==> config.mk <==
export PLATFORM = sky130hd
export DESIGN_NAME = timer_arbiter_flat
export DESIGN_NICKNAME = d
export VERILOG_FILES = /design/src/rtl/timer_arbiter_if.sv /design/src/rtl/timer_arbiter.sv /design/src/flat_wrapper.sv
export SDC_FILE = /design/constraint.sdc
export NUM_CORES = 1
export LEC_CHECK = 0
export CAP_MARGIN = 30
export CORE_MARGIN = 2
export CORE_UTILIZATION = 48
export CTS_CLUSTER_DIAMETER = 120
export DETAILED_ROUTE_END_ITERATION = 6
export PLACE_DENSITY_LB_ADDON = 0.25
export SLEW_MARGIN = 20
export SYNTH_ARGS = -nofsm -noshare
export SYNTH_HDL_FRONTEND = slang
export SYNTH_SLANG_ARGS = --single-unit
==> constraint.sdc <==
create_clock -name clk -period 2.75 [get_ports clk]
set_clock_uncertainty 0.05 [all_clocks]
set_input_delay 0.4125 -clock clk [delete_from_list [all_inputs] [get_ports clk]]
set_output_delay 0.4125 -clock clk [all_outputs]
set_load 0.05 [all_outputs]
==> src/rtl/timer_arbiter_if.sv <==
// Request/grant bundle between the requesters and the shared down-counter.
// The block drives grant/done/busy/count; the requester side drives req/req_count/pause.
interface timer_arbiter_if #(
    parameter int NUM_REQ     = 4,
    parameter int COUNT_WIDTH = 5
);
    logic [NUM_REQ-1:0]             req;
    logic [NUM_REQ*COUNT_WIDTH-1:0] req_count;
    logic                           pause;
    logic [NUM_REQ-1:0]             grant;
    logic [NUM_REQ-1:0]             done;
    logic                           busy;
    logic [COUNT_WIDTH-1:0]         count;

    modport master (
        output req, req_count, pause,
        input  grant, done, busy, count
    );

    modport slave (
        input  req, req_count, pause,
        output grant, done, busy, count
    );
endinterface

==> src/rtl/timer_arbiter.sv <==
// Round-robin arbiter sharing one pausable down-counter between NUM_REQ requesters.
// A winner owns the counter until it completes (done pulse) or drops its request.
module timer_arbiter #(
    parameter int NUM_REQ     = 4,
    parameter int COUNT_WIDTH = 5
) (
    input logic             clk,
    input logic             rst,
    timer_arbiter_if.slave  bus
);
    localparam int IDX_W = (NUM_REQ > 1) ? $clog2(NUM_REQ) : 1;

    typedef enum logic [1:0] {
        S_IDLE,
        S_LOAD,
        S_COUNT,
        S_DONE
    } state_t;

    state_t                 state_q, state_d;
    logic [IDX_W-1:0]       winner_q, winner_d;
    logic [IDX_W-1:0]       last_q, last_d;
    logic [COUNT_WIDTH-1:0] count_q, count_d;
    logic [NUM_REQ-1:0]     grant_q, grant_d;
    logic [NUM_REQ-1:0]     done_q, done_d;
    logic                   busy_q, busy_d;

    logic [IDX_W-1:0]       pick;
    logic                   pick_valid;

    // First requester found scanning upward from the one after the last owner.
    always_comb begin
        int unsigned      idx;
        logic [IDX_W-1:0] cand;
        pick       = '0;
        pick_valid = 1'b0;
        idx        = 0;
        cand       = '0;
        for (int unsigned i = 1; i <= NUM_REQ; i++) begin
            idx  = (32'(last_q) + i) % NUM_REQ;
            cand = IDX_W'(idx);
            if (!pick_valid && bus.req[cand]) begin
                pick       = cand;
                pick_valid = 1'b1;
            end
        end
    end

    always_comb begin
        state_d  = state_q;
        winner_d = winner_q;
        last_d   = last_q;
        count_d  = count_q;

        case (state_q)
            S_IDLE: begin
                if (pick_valid) begin
                    winner_d = pick;
                    state_d  = S_LOAD;
                end
            end
            S_LOAD: begin
                if (!bus.req[winner_q]) begin
                    last_d  = winner_q;
                    state_d = S_IDLE;
                end else begin
                    count_d = bus.req_count[32'(winner_q)*COUNT_WIDTH +: COUNT_WIDTH];
                    state_d = S_COUNT;
                end
            end
            S_COUNT: begin
                // Abort wins over completion; a paused counter at zero still finishes.
                if (!bus.req[winner_q]) begin
                    last_d  = winner_q;
                    state_d = S_IDLE;
                end else if (count_q == '0) begin
                    state_d = S_DONE;
                end else if (!bus.pause) begin
                    count_d = count_q - 1'b1;
                end
            end
            S_DONE: begin
                last_d  = winner_q;
                state_d = S_IDLE;
            end
            default: state_d = S_IDLE;
        endcase

        grant_d = '0;
        done_d  = '0;
        busy_d  = (state_d != S_IDLE);
        if (busy_d) begin
            grant_d[winner_d] = 1'b1;
        end
        if (state_d == S_DONE) begin
            done_d[winner_d] = 1'b1;
        end
    end

    always_ff @(posedge clk or posedge rst) begin
        if (rst) begin
            state_q  <= S_IDLE;
            winner_q <= '0;
            last_q   <= IDX_W'(NUM_REQ - 1);
            count_q  <= '0;
            grant_q  <= '0;
            done_q   <= '0;
            busy_q   <= 1'b0;
        end else begin
            state_q  <= state_d;
            winner_q <= winner_d;
            last_q   <= last_d;
            count_q  <= count_d;
            grant_q  <= grant_d;
            done_q   <= done_d;
            busy_q   <= busy_d;
        end
    end

    assign bus.grant = grant_q;
    assign bus.done  = done_q;
    assign bus.busy  = busy_q;
    assign bus.count = count_q;

endmodule

==> src/flat_wrapper.sv <==
// flat-port wrapper written by rule: the top's interface ports become plain ports
module timer_arbiter_flat 
#(
    parameter int NUM_REQ     = 4,
    parameter int COUNT_WIDTH = 5
)
  (clk, rst, bus_req, bus_req_count, bus_pause, bus_grant, bus_done, bus_busy, bus_count);
  timer_arbiter_if #(.NUM_REQ(NUM_REQ), .COUNT_WIDTH(COUNT_WIDTH)) bus_i ();
  input logic clk;
  input logic rst;
  input wire logic [$bits(bus_i.req)-1:0] bus_req;
  input wire logic [$bits(bus_i.req_count)-1:0] bus_req_count;
  input wire logic [$bits(bus_i.pause)-1:0] bus_pause;
  output wire logic [$bits(bus_i.grant)-1:0] bus_grant;
  output wire logic [$bits(bus_i.done)-1:0] bus_done;
  output wire logic [$bits(bus_i.busy)-1:0] bus_busy;
  output wire logic [$bits(bus_i.count)-1:0] bus_count;
  assign bus_i.req = bus_req;
  assign bus_i.req_count = bus_req_count;
  assign bus_i.pause = bus_pause;
  assign bus_grant = bus_i.grant;
  assign bus_done = bus_i.done;
  assign bus_busy = bus_i.busy;
  assign bus_count = bus_i.count;
  timer_arbiter #(.NUM_REQ(NUM_REQ), .COUNT_WIDTH(COUNT_WIDTH)) u_core (.clk(clk), .rst(rst), .bus(bus_i));
endmodule
==> results of run 1 <==
==> placed cells by master (no fill, tap or decap), drive strengths merged, types with 5 or more instances in the layout <==
cell type and instances:
a21oi 10, nor2 7, nand2 8, inv 11, nor3 10, clkdlybuf4s50 40, ha 7, o21ai 6
dfrtp 18, mux4 6, o22a 5
==> final cells by class <==
class | instances | area share [%]
Clock buffer | 3 | 1.34
Clock inverter | 1 | 1.79
Inverter | 11 | 2.46
Multi-Input combinational cell | 82 | 38.4
Sequential cell | 20 | 30.0
Tap cell | 30 | 2.24
Timing Repair Buffer | 40 | 23.8
==> worst min-delay path by stage <==
stage | depth (start not counted) | start | endpoint | slack [ps]
6_report | 2 | rst | u_core.bus.grant[2]$_DFF_PP0_ | 480
5_1_grt | 1 | u_core.bus.count[4]$_DFFE_PP0P_ | u_core.bus.count[4]$_DFFE_PP0P_ | 530
4_1_cts | 2 | rst | u_core.bus.grant[2]$_DFF_PP0_ | 500
3_5_place_dp | 1 | u_core.bus.count[4]$_DFFE_PP0P_ | u_core.bus.count[4]$_DFFE_PP0P_ | 500
3_3_place_gp | 1 | u_core.bus.count[4]$_DFFE_PP0P_ | u_core.bus.count[4]$_DFFE_PP0P_ | 490
2_1_floorplan | 1 | rst | u_core.bus.busy$_DFF_PP0_ | 320
==> worst max-delay path, stage by stage, from the launching register on <==
cell and delay, ps:
dfrtp_1 420, inv_1 130, ha_1 460, inv_1 180, o31ai_1 330, nand2_1 270
a21oi_1 200, o22a_1 150
==> power by group <==
group | switching (mW) | internal, mW
registers | 0.145 | 0.426
clock network | 0.0950 | 0.147
logic | 0.710 | 0.514
==> state kept, by name, summed over array words and instances (netlist names) <==
register and flops:
u_core.bus.busy 1, u_core.last_q 2, u_core.bus.grant 4, u_core.winner_q 2, u_core.bus.count 5, u_core.bus.done 4, u_core.state_q 2
==> per-layer routing <==
layer  part of all wire (%)  wire length, um  vias up  track usage (%)
met5                      0                0        -                0
met4                    1.3               38        0             7.92
met3                    6.4              191        4             4.92
met2                     48             1440       32             38.2
met1                     44             1310      495             30.5
li1                       -                -      508                -
==> logic make-up (layout without fill, tap and decap cells) <==
logic type | after synthesis | after routing | share of synthesized area (%)
flip-flops | 20 | 20 | 41.5
multiplexers | 10 | 10 | 14.7
adder cells (fa/ha/maj) | 7 | 7 | 7.22
AO/OA/AOI/OAI | 29 | 29 | 15.4
AND/OR/NAND/NOR | 36 | 36 | 15.9
buffers and inverters | 15 | 55 | 5.37
==> reports/qor.txt, run 1 <==
Hold WS: 475 ps
Max Slew Vio Count: 0
Yosys warning total: 0
kind of critical path: flip-flop to flip-flop
Final Hold Vio Count: 0
first-pass GRT wire length: 4.77 mm
max cap viols: 0
ANT cells: 0
period utilisation layout: 81.3%
num ports: 41
# fillers: 184
Synth async-reset ratio: 100%
Setup crit start: u_core.state_q[0]$_DFF_PP0_
fin crit period: 2240 ps
share of cells above drive strength 1: 11.5%
post-synthesis cell count: 117
fmax: 447 MHz
area grow syn2layout: 38.5%
number of I/O port buffers: 40
TritonRoute pass-1 iters: 4
Area contributors post-synth: dfrtp_1 37%, mux4_2 11%, ha_1 7.2%, dfstp_2 4.3%, a21oi_1 4.1%
number of H-tree levels: 1
hold_buf cts: 0
1st-iter DRT viols: 38
final core utilization: 69.0%
start of the worst register-to-register path: u_core.state_q[0]$_DFF_PP0_
final std cells w/o fill: 187
power per cell area: 1210 nW/um^2
clock buffer depth: 2
post-synth top area cell: dfrtp_1
peak supply drop: 0.739 mV
Crit Path Max Fanout: 14
EDFF count, synth: 0
syn_area_per_cell: 10.4 um^2
post_cts resized: 0
clk_lat worst skew: 300 ps
CTS Sinks: 20
multi-input logic area: 644 um^2
most frequent cell after synthesis: dfrtp_1
endpoints failing setup: 0
critical path arrival: 2440 ps
placed cells: 183
Crit. End Element: flip-flop
worst slew pin tran: 750 ps
Setup WS post-layout: 514 ps
required time of the worst setup path: 2950 ps
Synth Register Bits: 20
Syn Std Cell Area: 1210 um^2
slew margin rel.: 50.0%
initial antenna violation count: 0
CP Capture Point: u_core.bus.count[4]$_DFFE_PP0P_
CTS buffer count: 3
reg-to-reg slack, setup: 510 ps
post-synth top area share: 37.2%
Netlist cell types: 31
largest net degree at the start of global routing: 21
GRT Util Overall: 23.3%
outcome: complete, no violations
Pwr Total: 2.04 mW
Via Count: 1039
wire per inst: 15.9 um
CTS tree: done
r2r endpoint: u_core.bus.count[4]$_DFFE_PP0P_
placed cell areas: 1630 um^2
crit start category: flip-flop
Pleak: 0.702 nW
vias per cell: 5.56
DRT antenna net count: 0
Clk pin slew, worst setup/hold paths: 120 ps
full die area: 2940 um^2
Mapped Nets: 151
root buf cell: clkbuf_4
Fin Setup TNS: 0 ps
worst hold-check path type: primary input to async pin
path depth of the worst reg2reg path: 7
commonest cells in the netlist: 18 x dfrtp_1, 11 x inv_1, 10 x a21oi_1, 10 x nor3_1, 8 x nand2_1
fin area: 1680 um^2
core area: 2430 um^2
Layout Nets: 192
RSZ-0062 raised after global routing: false
die span in y: 54.3 um
register area: 503 um^2
# DRC: 0
grt ovf: 0
pre-CTS setup slack: 362 ps
Post-Route WL: 2.97 mm
number of global-route vias before repair: 1000
postcts setup bufs: 0
ys flop type: dfrtp_1
Final Wtd Congestion: 0.871
Die W: 54.3 um
FP Rows: 18
DP HPWL: 2.25 mm
register area share after synthesis: 41.5%
Initial Utilization: 49.8%
Power figures use the tool's default switching activity.
==> inputs of run 2 (changes only) <==
Settings changed: CORE_UTILIZATION 48 to 45.
Clock period 2.75 ns to 2.2 ns, I/O delays scaled along.
==> run 2 against run 1 <==
Flip-flop and latch count unchanged. Total power increased by 26%. Clock power increased by 28%. Core utilization decreased by 0.38 points. Die area increased by 6.2%. Hold slack got worse by 99 ps. Via count increased by 3.5%. Setup slack got worse by 310 ps. Count of clock-buffer cells in the layout unchanged. First-iteration DRC count decreased by 16%. Critical endpoint is now u_core.bus.count[3]$_DFFE_PP0P_.
==> reports/qor.txt, run 2 (synthesis results as in run 1) <==
outcome: complete, no violations
max cap viols: 0 (unchanged)
core area: 2520 um^2 (+3.7%)
TritonRoute pass-1 iters: 4 (unchanged)
number of I/O port buffers: 40 (unchanged)
FP Rows: 18 (unchanged)
worst hold-check path type: primary input to async pin
power per cell area: 1490 nW/um^2 (+23%)
required time of the worst setup path: 2410 ps (-540 ps)
area grow syn2layout: 42.8%
# DRC: 0 (unchanged)
first-pass GRT wire length: 5.09 mm (+6.5%)
crit start category: flip-flop
RSZ-0062 raised after global routing: false
Final Hold Vio Count: 0 (unchanged)
number of H-tree levels: 1 (unchanged)
DP HPWL: 2.37 mm (+5.2%)
Crit. End Element: flip-flop
number of global-route vias before repair: 1114 (+11%)
ANT cells: 0 (unchanged)
critical path arrival: 2200 ps (-240 ps)
share of cells above drive strength 1: 15.2% (+3.8 points)
Pleak: 0.737 nW (+5.0%)
die span in y: 55.9 um (+3.0%)
sw power: 1.19 mW (+26%)
CTS Sinks: 20 (unchanged)
final core utilization: 68.7% (-0.38 points)
peak supply drop: 1.03 mV (+40%)
GRT Util Overall: 20.2% (-3.0 points)
CP Cell Sequence: inv_1, ha_1, nor4b_1, buf_4, o31ai_1, nand2_1, a21oi_1, o22a_1
Max Slew Vio Count: 0 (unchanged)
Switching Fraction: 46.3% (-0.29 points)
CTS buffer count: 3 (unchanged)
clk_lat worst skew: 310 ps (about the same)
placed cell areas: 1680 um^2 (+3.2%)
1st-iter DRT viols: 32 (-16%)
postcts setup bufs: 0 (unchanged)
Seq pwr share: 26.5% (-1.6 points)
period utilisation layout: 90.6% (+9.4 points)
slew margin rel.: 51.3% (+1.3 points)
post_cts resized: 0 (unchanged)
initial antenna violation count: 0 (unchanged)
fin area: 1730 um^2 (+3.1%)
Post-Route WL: 2.97 mm (-0.20%)
Fin Setup TNS: 0 ps (unchanged)
multi-input logic area: 644 um^2 (unchanged)
CP max-delay cell: dfrtp_1
Initial Utilization: 48.1% (-1.8 points)
most frequent cells in the layout: 40 x clkdlybuf4s50_1, 18 x dfrtp_1, 11 x inv_1
# fillers: 206 (+12%)
num ports: 41 (unchanged)
vias per cell: 5.54 (-0.27%)
DRT antenna net count: 0 (unchanged)
fin crit period: 1990 ps (-241 ps)
Final Wtd Congestion: 0.849 (-2.5%)
Clk pin slew, worst setup/hold paths: 120 ps (about the same)
Internal: 1.38 mW (+27%)
CP max stage delay: 410 ps (-50 ps)
Comb power frac: 61.5% (+1.5 points)
max FFs per register: 5 (unchanged)
register area: 503 um^2 (unchanged)
Layout Nets: 199 (+3.6%)
Die W: 55.9 um (+3.0%)
wire per inst: 15.3 um (-3.8%)
hold_buf cts: 0 (unchanged)
fmax: 501 MHz (+12%)
CTS tree: done
full die area: 3130 um^2 (+6.2%)
Clock Power Share: 12.0% (about the same)
grt ovf: 0 (unchanged)
kind of critical path: flip-flop to flip-flop
Via Count: 1075 (+3.5%)
Crit Path Max Fanout: 9 (-5)
largest net degree at the start of global routing: 21 (unchanged)
endpoints failing setup: 0 (unchanged)
clock buffer depth: 2 (unchanged)
most common cell after layout, fill and taps aside: clkdlybuf4s50_1
root buf cell: clkbuf_4
worst slew pin tran: 730 ps (-19.6 ps)
==> run 2: cell count changes in the layout (fill, tap and decap cells not counted) <==
cell	before	now
buf_4	0	7
==> run 2: path summary, 6_finish.rpt <==
kind	endpoint	cells past startpoint	startpoint	slack, ps
worst max-delay path	u_core.bus.count[3]$_DFFE_PP0P_	8	u_core.bus.count[0]$_DFFE_PP0P_	210
worst min-delay path	u_core.bus.busy$_DFF_PP0_	2	rst	380
worst max register to register	u_core.bus.count[3]$_DFFE_PP0P_	8	u_core.bus.count[0]$_DFFE_PP0P_	210
worst min register to register	u_core.bus.count[4]$_DFFE_PP0P_	1	u_core.bus.count[4]$_DFFE_PP0P_	520
max in group asynchronous	u_core.winner_q[0]$_DFF_PP0_	2	rst	1270
min in group clk	u_core.bus.count[4]$_DFFE_PP0P_	1	u_core.bus.count[4]$_DFFE_PP0P_	520
==> run 2: cell type report <==
class                   count  area share (%)
multi-input cells          82            37.2
flip-flops and latches     20            29.0
repair buffers             47            26.2
inverters                  11            2.38
well taps                  30            2.17
clock inverters             1            1.73
clock buffers               3            1.30
==> run 2: worst max-delay path, delay by kind of cell, from the launching register on <==
kind / cells / cell delay, ps
fa+ha+maj: 1 / 210
compound gates: 3 / 610
buf+inv: 2 / 250
flops: 1 / 410
simple gates: 2 / 410
==> run 2: power groups by stage <==
stage	clock, mW	combinational [mW]	sequential [mW]
2_1_floorplan	0	0.923	0.913
3_5_place_dp	0	1.59	0.688
4_1_cts	0.315	1.59	0.682
5_1_grt	0.332	1.71	0.704
6_report	0.309	1.59	0.683
3_3_place_gp	0	1.54	0.677
==> run 2: through the flow <==
stage / total power [mW] / cells / hold slack (ps) / setup WS (ps)
after global placement: 2.22 / 190 / 488 / 11.3
final: 2.58 / 194 / 376 / 206
after floorplan: 1.84 / 117 / 242 / 204
after detailed placement: 2.27 / 190 / 493 / -33.0
after CTS: 2.59 / 194 / 399 / 210
after global routing: 2.75 / 194 / 463 / 42.6
==> run 2: routing by layer <==
layer  wire length (um)  vias up  track usage [%]  part of all wire, %
met5                  0        -                0                    0
met4                 16        0             3.06                 0.54
met3                159        3             4.65                  5.4
met2               1520       38             36.1                   51
met1               1270      520             25.5                   43
li1                   -      514                -                    -
==> inputs of run 3 (changes only) <==
Settings changed: GPL_TIMING_DRIVEN from default to 0.
==> run 3 against run 2 <==
Combinational power up 4%. Critical path depth down 2. Register-to-register slack is essentially flat. Largest power group unchanged. Routed wire length decreased by 2.1%. Highest routed layer unchanged.
==> reports/qor.txt, run 3 (synthesis results as in run 1) <==
outcome: complete, no violations
share of cells above drive strength 1: 12.4% (-2.8 points)
peak supply drop: 1.04 mV (+0.84%)
# fillers: 207 (+0.49%)
Die W: 55.9 um (unchanged)
area grow syn2layout: 38.8%
required time of the worst setup path: 2360 ps (-50 ps)
kind of critical path: primary input to flip-flop
Internal: 1.28 mW (-7.7%)
CTS tree: done
fin area: 1680 um^2 (-2.8%)
Pleak: 0.703 nW (-4.7%)
Final Hold Vio Count: 0 (unchanged)
# DRC: 0 (unchanged)
number of I/O port buffers: 40 (unchanged)
RSZ-0062 raised after global routing: false
DRT antenna net count: 0 (unchanged)
vias per cell: 5.66 (+2.1%)
root buf cell: clkbuf_4
grt ovf: 0 (unchanged)
Comb power frac: 67.1% (+5.6 points)
full die area: 3130 um^2 (unchanged)
DP HPWL: 2.32 mm (-2.0%)
worst slew pin tran: 704 ps (-25.9 ps)
clk_lat worst skew: 290 ps (-20 ps)
hold_buf cts: 0 (unchanged)
crit start category: primary input
die span in y: 55.9 um (unchanged)
path depth of the worst reg2reg path: 7 (-1)
max cap viols: 0 (unchanged)
Clk pin slew, worst setup/hold paths: 100 ps (-20 ps)
Max Slew Vio Count: 0 (unchanged)
core area: 2520 um^2 (unchanged)
first-pass GRT wire length: 4.88 mm (-4.1%)
worst hold-check path type: primary input to async pin
postcts setup bufs: 0 (unchanged)
GRT Util Overall: 19.6% (-0.61 points)
final core utilization: 66.7% (-1.9 points)
Seq pwr share: 25.9% (-0.6 points)
fin crit period: 2010 ps (+14.3 ps)
CTS Sinks: 20 (unchanged)
initial antenna violation count: 0 (unchanged)
critical path arrival: 2170 ps (-30 ps)
period utilisation layout: 91.3% (+0.65 points)
largest net degree at the start of global routing: 21 (unchanged)
number of global-route vias before repair: 1091 (-2.1%)
Crit. End Element: flip-flop
most frequent cells in the layout: 40 x clkdlybuf4s50_1, 18 x dfrtp_1, 11 x inv_1
num ports: 41 (unchanged)
1st-iter DRT viols: 25 (-22%)
fmax: 498 MHz (-0.71%)
Crit Path Max Fanout: 6 (-3)
Hold WS: 388 ps (+12.5 ps)
Final Wtd Congestion: 0.772 (-9.1%)
slew margin rel.: 53.0% (+1.7 points)
Layout Nets: 196 (-1.5%)
number of H-tree levels: 1 (unchanged)
ANT cells: 0 (unchanged)
CTS buffer count: 3 (unchanged)
Clock Power Share: 7.0% (-5.0 points)
Initial Utilization: 48.1% (unchanged)
placed cell areas: 1650 um^2 (-1.7%)
max FFs per register: 5 (unchanged)
TritonRoute pass-1 iters: 4 (unchanged)
endpoints failing setup: 0 (unchanged)
clock buffer depth: 2 (unchanged)
Post-Route WL: 2.90 mm (-2.1%)
post_cts resized: 0 (unchanged)
FP Rows: 18 (unchanged)
Via Count: 1081 (+0.56%)
power per cell area: 1460 nW/um^2 (-1.7%)
Switching Fraction: 48.1% (+1.8 points)
wire per inst: 15.2 um (-0.59%)
most common cell after layout, fill and taps aside: clkdlybuf4s50_1
sw power: 1.19 mW (-0.75%)
## run 3: cell count changes in the layout (fill, tap and decap cells not counted), sizes merged
cell    previous run  this run
clkbuf             3         6
bufinv             1         0
buf                7         2
## run 3: worst max-delay path: stages
cell and delay (ps):
clkdlybuf4s50_1 510, or4_4 580, o21ai_1 120, nor3b_2 300, nor2_1 160, nor3_1 170
## run 3: layout make-up
| class | instances | area (um^2) | share of cell area, % |
|---|---|---|---|
| Clock buffer | 4 | 26.3 | 1.56 |
| Sequential cell | 20 | 503 | 29.9 |
| Buffer | 4 | 23.8 | 1.41 |
| Timing Repair Buffer | 40 | 400 | 23.8 |
| Inverter | 11 | 41.3 | 2.45 |
| Multi-Input combinational cell | 82 | 651 | 38.7 |
| Tap cell | 30 | 37.5 | 2.23 |
## run 3: power by group through the flow
stage / logic (mW) / registers (mW) / clock network (mW)
2_1_floorplan: 0.923 / 0.913 / 0
3_3_place_gp: 1.59 / 0.626 / 0
3_5_place_dp: 1.65 / 0.633 / 0
4_1_cts: 1.66 / 0.625 / 0.175
5_1_grt: 1.80 / 0.653 / 0.195
6_report: 1.65 / 0.638 / 0.171
## run 3: metrics by stage
step	cells	TNS (ps)	power [mW]	worst slack (ps)
after floorplan	117	0	1.84	204
after global placement	187	-54.3	2.22	-10.5
after detailed placement	187	-861	2.29	-111
after CTS	191	0	2.46	23.4
after global routing	191	0	2.65	11.9
final	191	0	2.46	191
## run 3: final timing paths
| kind | startpoint | to | slack, ps |
|---|---|---|---|
| max in group asynchronous | rst | u_core.state_q[0]$_DFF_PP0_ | 1260 |
| setup reg to reg | u_core.bus.count[0]$_DFFE_PP0P_ | u_core.bus.grant[1]$_DFF_PP0_ | 200 |
| min in group clk | u_core.bus.count[4]$_DFFE_PP0P_ | u_core.bus.count[4]$_DFFE_PP0P_ | 560 |
| setup / recovery | bus_req[3] | u_core.bus.grant[1]$_DFF_PP0_ | 190 |
| hold reg to reg | u_core.bus.count[4]$_DFFE_PP0P_ | u_core.bus.count[4]$_DFFE_PP0P_ | 560 |
| hold / removal | rst | u_core.bus.grant[0]$_DFF_PP0_ | 390 |
## run 3: metal layers
| layer | vias to the layer above | wire length [um] | track usage, % |
|---|---|---|---|
| li1 | 510 | - | - |
| met1 | 537 | 1200 | 24.1 |
| met2 | 31 | 1530 | 34.9 |
| met3 | 3 | 165 | 4.88 |
| met4 | 0 | 11 | 4.08 |
| met5 | - | 0 | 0 |
